`config.mk`:
```
export PLATFORM = sky130hd
export DESIGN_NAME = halt_dump_controller_flat
export DESIGN_NICKNAME = d
export VERILOG_FILES = /design/src/rtl/halt_dump_controller_if.sv /design/src/rtl/halt_dump_controller.sv /design/src/flat_wrapper.sv
export SDC_FILE = /design/constraint.sdc
export NUM_CORES = 1
export LEC_CHECK = 0
export ABC_CLOCK_PERIOD_IN_PS = 1700
export CAP_MARGIN = 20
export CORE_MARGIN = 5
export CORE_UTILIZATION = 30
export CTS_BUF_LIST = sky130_fd_sc_hd__clkbuf_4
export DETAILED_ROUTE_END_ITERATION = 6
export GPL_ROUTABILITY_DRIVEN = 0
export SYNTH_ARGS = -nofsm -noshare
export SYNTH_HDL_FRONTEND = slang
export SYNTH_SLANG_ARGS = --single-unit
```
`constraint.sdc`:
```
create_clock -name clock -period 1.7 [get_ports clock]
set_input_delay 0.34 -clock clock [delete_from_list [all_inputs] [get_ports clock]]
set_output_delay 0.34 -clock clock [all_outputs]
set_load 0.03 [all_outputs]
```
`src/rtl/halt_dump_controller_if.sv`:
```
// Signal bundle between the halt/dump controller and its surroundings: processor halt handshake,
// data-RAM read port and the byte stream. master = controller side, slave = processor/RAM/sink side.
interface halt_dump_controller_if #(
    parameter int ADDR_SIZE = 18,
    parameter int WORD_SIZE = 18
);
    logic                 wait_for_continue;
    logic                 wait_continue_execution;
    logic                 continue_req;
    logic                 mem_grant;
    logic [ADDR_SIZE-1:0] mem_addr;
    logic [WORD_SIZE-1:0] mem_dout;
    logic                 tx_valid;
    logic                 tx_ready;
    logic [7:0]           tx_data;
    logic                 busy;

    modport master (
        input  wait_for_continue, continue_req, mem_dout, tx_ready,
        output wait_continue_execution, mem_grant, mem_addr, tx_valid, tx_data, busy
    );

    modport slave (
        output wait_for_continue, continue_req, mem_dout, tx_ready,
        input  wait_continue_execution, mem_grant, mem_addr, tx_valid, tx_data, busy
    );
endinterface

```
`src/rtl/halt_dump_controller.sv`:
```
// Answers a processor halt by streaming a header byte plus data words 0..DUMP_WORDS-1 (MSB-first bytes),
// then releases the processor with a one-cycle continue pulse (automatic or on host request).
module halt_dump_controller #(
    parameter int ADDR_SIZE     = 18,
    parameter int WORD_SIZE     = 18,
    parameter int DUMP_WORDS    = 64,
    parameter bit AUTO_CONTINUE = 1'b1
) (
    input  logic                    clock,
    input  logic                    reset,
    halt_dump_controller_if.master  bus
);
    localparam int BPW = (WORD_SIZE + 7) / 8;
    localparam int SW  = BPW * 8;
    localparam int BCW = (BPW > 1) ? $clog2(BPW) : 1;

    localparam logic [ADDR_SIZE-1:0] LAST_INDEX  = ADDR_SIZE'(DUMP_WORDS - 1);
    localparam logic [BCW-1:0]       LAST_BYTE   = BCW'(BPW - 1);
    localparam logic [SW-1:0]        HEADER_WORD = SW'(8'hA5) << (SW - 8);

    typedef enum logic [2:0] {
        S_IDLE, S_HEADER, S_ADDR, S_READ, S_SEND, S_RESUME, S_WAIT_DROP
    } state_t;

    state_t               state;
    logic [ADDR_SIZE-1:0] index;
    logic [BCW-1:0]       byte_cnt;
    logic [SW-1:0]        shift_reg;
    logic                 accept;

    assign accept      = bus.tx_valid && bus.tx_ready;
    // The outgoing byte is always the top of the shift register; the header is loaded there too.
    assign bus.tx_data  = shift_reg[SW-1 -: 8];
    assign bus.mem_addr = index;

    // NOTE: all state and registered outputs use non-blocking assignments so every branch sees
    // the pre-edge values; the continue pulse defaults low each cycle so it can never stretch.
    always_ff @(posedge clock or negedge reset) begin
        if (!reset) begin
            state                       <= S_IDLE;
            index                       <= '0;
            byte_cnt                    <= '0;
            shift_reg                   <= '0;
            bus.tx_valid                <= 1'b0;
            bus.mem_grant               <= 1'b0;
            bus.busy                    <= 1'b0;
            bus.wait_continue_execution <= 1'b0;
        end else begin
            bus.wait_continue_execution <= 1'b0;
            case (state)
                S_IDLE: begin
                    if (bus.wait_for_continue) begin
                        state        <= S_HEADER;
                        index        <= '0;
                        shift_reg    <= HEADER_WORD;
                        bus.tx_valid <= 1'b1;
                        bus.busy     <= 1'b1;
                    end
                end
                S_HEADER: begin
                    if (accept) begin
                        bus.tx_valid  <= 1'b0;
                        bus.mem_grant <= 1'b1;
                        state         <= S_ADDR;
                    end
                end
                S_ADDR: state <= S_READ;
                S_READ: begin
                    shift_reg     <= SW'(bus.mem_dout);
                    byte_cnt      <= '0;
                    bus.mem_grant <= 1'b0;
                    bus.tx_valid  <= 1'b1;
                    state         <= S_SEND;
                end
                S_SEND: begin
                    if (accept) begin
                        shift_reg <= shift_reg << 8;
                        byte_cnt  <= byte_cnt + 1'b1;
                        if (byte_cnt == LAST_BYTE) begin
                            bus.tx_valid <= 1'b0;
                            if (index == LAST_INDEX) begin
                                state <= S_RESUME;
                            end else begin
                                index         <= index + 1'b1;
                                bus.mem_grant <= 1'b1;
                                state         <= S_ADDR;
                            end
                        end
                    end
                end
                S_RESUME: begin
                    if (AUTO_CONTINUE || bus.continue_req) begin
                        bus.wait_continue_execution <= 1'b1;
                        state                       <= S_WAIT_DROP;
                    end
                end
                S_WAIT_DROP: begin
                    // Stay here until the halt is withdrawn so one halt yields exactly one dump.
                    if (!bus.wait_for_continue) begin
                        state    <= S_IDLE;
                        bus.busy <= 1'b0;
                    end
                end
                default: begin
                    state         <= S_IDLE;
                    bus.tx_valid  <= 1'b0;
                    bus.mem_grant <= 1'b0;
                    bus.busy      <= 1'b0;
                end
            endcase
        end
    end
endmodule
```
`src/flat_wrapper.sv`:
```
// flat-port wrapper written by rule: the top's interface ports become plain ports
module halt_dump_controller_flat 
#(
    parameter int ADDR_SIZE     = 18,
    parameter int WORD_SIZE     = 18,
    parameter int DUMP_WORDS    = 64,
    parameter bit AUTO_CONTINUE = 1'b1
)
  (clock, reset, bus_wait_for_continue, bus_continue_req, bus_mem_dout, bus_tx_ready, bus_wait_continue_execution, bus_mem_grant, bus_mem_addr, bus_tx_valid, bus_tx_data, bus_busy);
  halt_dump_controller_if #(.ADDR_SIZE(ADDR_SIZE), .WORD_SIZE(WORD_SIZE)) bus_i ();
  input  logic clock;
  input  logic reset;
  input wire logic [$bits(bus_i.wait_for_continue)-1:0] bus_wait_for_continue;
  input wire logic [$bits(bus_i.continue_req)-1:0] bus_continue_req;
  input wire logic [$bits(bus_i.mem_dout)-1:0] bus_mem_dout;
  input wire logic [$bits(bus_i.tx_ready)-1:0] bus_tx_ready;
  output wire logic [$bits(bus_i.wait_continue_execution)-1:0] bus_wait_continue_execution;
  output wire logic [$bits(bus_i.mem_grant)-1:0] bus_mem_grant;
  output wire logic [$bits(bus_i.mem_addr)-1:0] bus_mem_addr;
  output wire logic [$bits(bus_i.tx_valid)-1:0] bus_tx_valid;
  output wire logic [$bits(bus_i.tx_data)-1:0] bus_tx_data;
  output wire logic [$bits(bus_i.busy)-1:0] bus_busy;
  assign bus_i.wait_for_continue = bus_wait_for_continue;
  assign bus_i.continue_req = bus_continue_req;
  assign bus_i.mem_dout = bus_mem_dout;
  assign bus_i.tx_ready = bus_tx_ready;
  assign bus_wait_continue_execution = bus_i.wait_continue_execution;
  assign bus_mem_grant = bus_i.mem_grant;
  assign bus_mem_addr = bus_i.mem_addr;
  assign bus_tx_valid = bus_i.tx_valid;
  assign bus_tx_data = bus_i.tx_data;
  assign bus_busy = bus_i.busy;
  halt_dump_controller #(.ADDR_SIZE(ADDR_SIZE), .WORD_SIZE(WORD_SIZE), .DUMP_WORDS(DUMP_WORDS), .AUTO_CONTINUE(AUTO_CONTINUE)) u_core (.clock(clock), .reset(reset), .bus(bus_i));
endmodule
```
After elaboration in Yosys (flattened, before gate mapping)
Cells that the tools add are included.
- bits in latches: 0
- bits in writable memories: 0
- register bits after elaboration: 51
- logic and storage cells: 72
- bits of input ports: 23
- bits in read-only memories: 0
- output and inout port bits: 30
- memories: 0
- magnitude comparators: 0
- muxes and demuxes: 30
- $add $sub $neg: 2
- $mul: 0
- div/mod/pow operators: 0
- shifts and indexed selects: 0
- reduce and logical (&&, ||, !) cells: 15
- bitwise gates (word level): 3
- equality and inequality tests: 14
- operator list (operator ; count):
    $mux W18 ; 4
    $pmux W24 S3 ; 1
    $mux W24 ; 2
    $pmux W18 S2 ; 1
    $pmux W3 S7 ; 1
    $reduce_and A5 Y1 ; 4
    $add A18 B1 Y18 const B ; 1
    $eq A18 B6 Y1 const B ; 1
    $mux W3 ; 6
    $mux W1 ; 10
    $eq A3 B3 Y1 const B ; 3
    $eq A3 B2 Y1 const B ; 2
    $ne A2 B1 Y1 const B ; 3
    $ne A2 B2 Y1 const B ; 3
    $pmux W1 S3 ; 2
    $reduce_and A3 Y1 ; 2
    $pmux W1 S5 ; 1
    $reduce_or A5 Y1 ; 1
    $pmux W2 S2 ; 1
    $reduce_bool A2 Y1 ; 2
    $reduce_or A4 Y1 ; 1
    $eq A3 B1 Y1 const B ; 1
    $logic_not A3 Y1 ; 1
    $not A1 Y1 ; 3
    other kinds (7) ; 7

Logic depth before layout (Yosys ltp)
- depth in word-level cells: 5
- mapped depth: 8
- gate-level depth less buffers: 7

Worst setup path after synthesis
No wires, ideal clock.
- path type: flip-flop to flip-flop
- start: register u_core.index[0] (netlist: u_core.bus.mem_addr[0])
- end: register u_core.index[13] (netlist: u_core.bus.mem_addr[13])
- slack: -350 ps
- setup time: 141 ps
- buffers on the path: 1
- stages on the path, launching flop included: 8
- arrival time: 1909 ps
- period minus slack after synthesis: 2050 ps
- cell sequence: dfrtp_1 -> ha_1 -> nand3_1 -> or2_1 -> or3_1 -> nand2_1 -> buf_6 -> o31ai_1
- longest elaborated chain between the ends: 5
- elaborated cells between the ends (all ways): 8
- those cells by class: add/sub (1); eq/ne (2); mux (4); reduce/logical (1)
- ends and longest elaborated chain (element ; line ; RTL):
    from (decl) ; halt_dump_controller.sv:26 ; logic [ADDR_SIZE-1:0] index;
    from (signal assigned) ; halt_dump_controller.sv:84 ; index <= index + 1'b1;
    $add A18 B1 Y18 ; halt_dump_controller.sv:84 ;
    $mux W18 ; halt_dump_controller.sv:81 ; if (index == LAST_INDEX) begin
    $mux W18 ; halt_dump_controller.sv:79 ; if (byte_cnt == LAST_BYTE) begin
    $mux W18 ; halt_dump_controller.sv:76 ; if (accept) begin
    $pmux W18 S2 ; halt_dump_controller.sv:50 ; case (state)
Several ways; a longest one is shown, not always the timed one. The select of a mux whose other input is x is not followed.
A chain may end at the register's enable or synchronous reset.

Worst setup path in the final report
- start: register u_core.index[1] (netlist: u_core.bus.mem_addr[1])
- end: register u_core.state[0]
- longest elaborated chain between the ends: 5
- ends and longest elaborated chain (element ; line ; RTL):
    $eq A18 B6 Y1 ; halt_dump_controller.sv:81 ;
    $mux W3 ; halt_dump_controller.sv:81 ;
    $mux W3 ; halt_dump_controller.sv:79 ;
    $mux W3 ; halt_dump_controller.sv:76 ;
    $pmux W3 S7 ; halt_dump_controller.sv:50 ;
    to (signal assigned) ; halt_dump_controller.sv:53 ; state <= S_HEADER;
    to (signal assigned) ; halt_dump_controller.sv:82 ; state <= S_RESUME;
    to (signal assigned) ; halt_dump_controller.sv:86 ; state <= S_ADDR;
    to (decl) ; halt_dump_controller.sv:25 ; state_t state;
Every way passes these cells. The select of a mux whose other input is x is not followed.

==> impl_metrics.tcl <==
set metrics [dict create \
    first_iter_violations 85 \
    ctsLongestPathBuffers 2 \
    syn_to_final_growth_pct 42.6 \
    ys_ff_latch 51 \
    skew_ps 14.1 \
    antenna_found_initial 0 \
    finalHoldViolCount 0 \
    setup.worst_path.start_class "flip-flop" \
    worstPathRequired_ps 2010 \
    drt_first_pass_iters 4 \
    vdd_drop_max_mv 0.670 \
    path_cells "ha_4, nand3_4, or2_4, or4_1, a211o_1, o21ai_2" \
    fin_crit_sh 1.04 \
    insertion_delay_ps 370 \
    rrSetupSlack_ps -60 \
    maxCapViolCount 0 \
    min_period_ps 1760 \
    max_stage_delay_ps 490 \
    yosysSeqAreaShare 0.494 \
    drive_gt1_frac 0.277 \
    final_cells 466 \
    row_count 33 \
    synth_ff_type "dfrtp_1" \
    end_kind "flip-flop" \
    p_leak_nw 1.63 \
    die-area_um2 10600 \
    largest_reg_flops 24 \
    power-per-cell-area_nw_per_um2 1180 \
    numPortBuffers 51 \
    boundaryPins 53 \
    synth_cells 278 \
    hpwl_um 4630 \
    grt_pass1_wl_um 10800 \
    critPathKind "reg2reg" \
    track_usage 0.127 \
    clk_pin_slew_ps 150 \
    fin_ws_ps -63.0 \
    root_buffer "clkbuf_4" \
    die_width_um 103 \
    drtAntennaViolNets 0 \
    relSlewSlack 0.790 \
    grt_pass1_vias 2289 \
    grt_max_degree 52 \
    syn_area_um2 2580 \
    arrival_ps 2080 \
    status "complete, but fails checks" \
    nets 385 \
    layout_common_cells "dfrtp_1 (46), buf_4 (40), nand2_1 (30)" \
    start_util 0.311 \
    placed_cells 454 \
    num_antenna_cells 0 \
    post_drt_via_cell_ratio 5.09 \
    post_dp_cell_area_um2 3490 \
    dpl_worst_slack_ps -268 \
    cts_buffers 5 \
    async_flop_share 1.00 \
    synth_cell_types 43 \
    worstPathMaxFanout 5 \
    rsz0062_at_grt "yes" \
    worstMarginPinSlew_ps 311 \
    vias 2373 \
    final_common_cell "dfrtp_1" \
    cts_tree "done" \
    htreeDepth 2 \
    syn_nets 303 \
    die_y_um 103 \
    failed_checks "negative setup slack" \
    remaining_drc_errors 0 \
    hp-class "in2async" \
    synth.avg_cell_area_um2 9.28 \
    setup_viol 13 \
    maxSlewViolCount 0 \
    num-fill-cells 822 \
    rr_startpoint "u_core.bus.mem_addr[1]$_DFFE_PN0P_" \
    routedWlPerCell_um 14.3 \
    cts.sinks 51 \
    slowest_stage "or4_1" \
    reg2reg_depth 6 \
    wl_um 6650 \
    fin_area_um2 3680 \
    yosysWarningCount 0 \
    grt-ovfl-total 0 \
    coreArea_um2 8300 \
    timing.fmax_ghz 0.567 \
    synth_edf_count 0 \
    p_total_mw 4.35 \
    timing.rr.end "u_core.state[0]$_DFFE_PN0P_" \
]
-- metrics by stage --
step | utilization | setup TNS (ps) | hold WS [ps]
final | 0.444 | -375 | 470
after global routing | 0.444 | -1690 | 468
after CTS | 0.436 | -1280 | 457
after detailed placement | 0.420 | -6440 | 356
after global placement | 0.420 | -5920 | 358
after floorplan | - | -1870 | 44.4
-- worst max-delay path, delay by kind of cell (launching register included) --
kind | cells | cell delay (ps)
flip-flops | 1 | 420
AND/OR/NAND/NOR | 3 | 820
AO/OA/AOI/OAI | 2 | 330
adder cells (fa/ha/maj) | 1 | 150
-- layout make-up --
| cell class | count | area (µm²) | share of cell area |
|---|---|---|---|
| well taps | 105 | 131 | 0.0357 |
| inverters | 7 | 26.3 | 0.00714 |
| clock buffers | 5 | 37.5 | 0.0102 |
| multi-input cells | 196 | 1320 | 0.359 |
| clock inverters | 3 | 20.0 | 0.00544 |
| flip-flops and latches | 51 | 1280 | 0.348 |
| repair buffers | 99 | 863 | 0.235 |
-- power by group --
| group | total [mW] | leakage [nW] | switching, mW | internal, mW |
|---|---|---|---|---|
| logic | 2.02 | 0.930 | 1.17 | 0.850 |
| registers | 1.77 | 0.675 | 0.246 | 1.53 |
| clock network | 0.557 | 0.0272 | 0.398 | 0.159 |
| total | 4.35 | 1.63 | 1.82 | 2.54 |
-- per-layer routing --
metal  vias up  track usage  wire [µm]
met1      1139        0.176       3060
met3         3       0.0352        333
met4         0       0.0319         24
met2        45        0.198       3230
li1       1186            -          -
met5         -            0          0
-- how the worst max path moves through the flow --
| stage | startpoint | to | slack, ps | cells after the start |
|---|---|---|---|---|
| 2_1_floorplan | u_core.bus.mem_addr[1]$_DFFE_PN0P_ | u_core.state[0]$_DFFE_PN0P_ | -120 | 6 |
| 3_3_place_gp | bus_tx_ready | u_core.bus.mem_addr[15]$_DFFE_PN0P_ | -210 | 6 |
| 3_5_place_dp | bus_tx_ready | u_core.bus.mem_addr[3]$_DFFE_PN0P_ | -270 | 7 |
| 4_1_cts | u_core.bus.mem_addr[7]$_DFFE_PN0P_ | u_core.bus.mem_addr[3]$_DFFE_PN0P_ | -120 | 6 |
| 5_1_grt | u_core.bus.mem_addr[8]$_DFFE_PN0P_ | u_core.state[2]$_DFFE_PN0P_ | -140 | 5 |
| 6_report | u_core.bus.mem_addr[1]$_DFFE_PN0P_ | u_core.state[0]$_DFFE_PN0P_ | -60 | 6 |
-- synth_stat cells, types with 3 or more instances --
cell type,instances,area (µm²)
a22o_1,12,105
nand3_1,13,65.1
buf_4,8,60.1
o31ai_1,10,75.1
clkbuf_1,6,22.5
and3_1,4,25.0
o21ai_0,44,220
inv_1,7,26.3
nand2_1,31,116
nand2b_1,3,18.8
a21oi_1,10,50.1
dfrtp_1,51,1280
a31oi_1,8,50.1
buf_2,7,35.0
nor2_1,17,63.8
o41ai_1,4,35.0
a22oi_1,9,67.6
-- kinds of logic after synthesis --
family	share of synthesized area
flops	0.494
buf+inv	0.0659
fa+ha+maj	0.00969
compound gates	0.274
simple gates	0.156
-- what timing repair did --
item	CTS	global route
endpoints found under the setup margin	51	44
setup buffers	2	1
endpoints found under the hold margin	51	0
resized for setup	59	37
cloned	0	0
hold buffers	1	0
pin swaps	3	6
No activity file was read; power rests on OpenSTA's default activity.
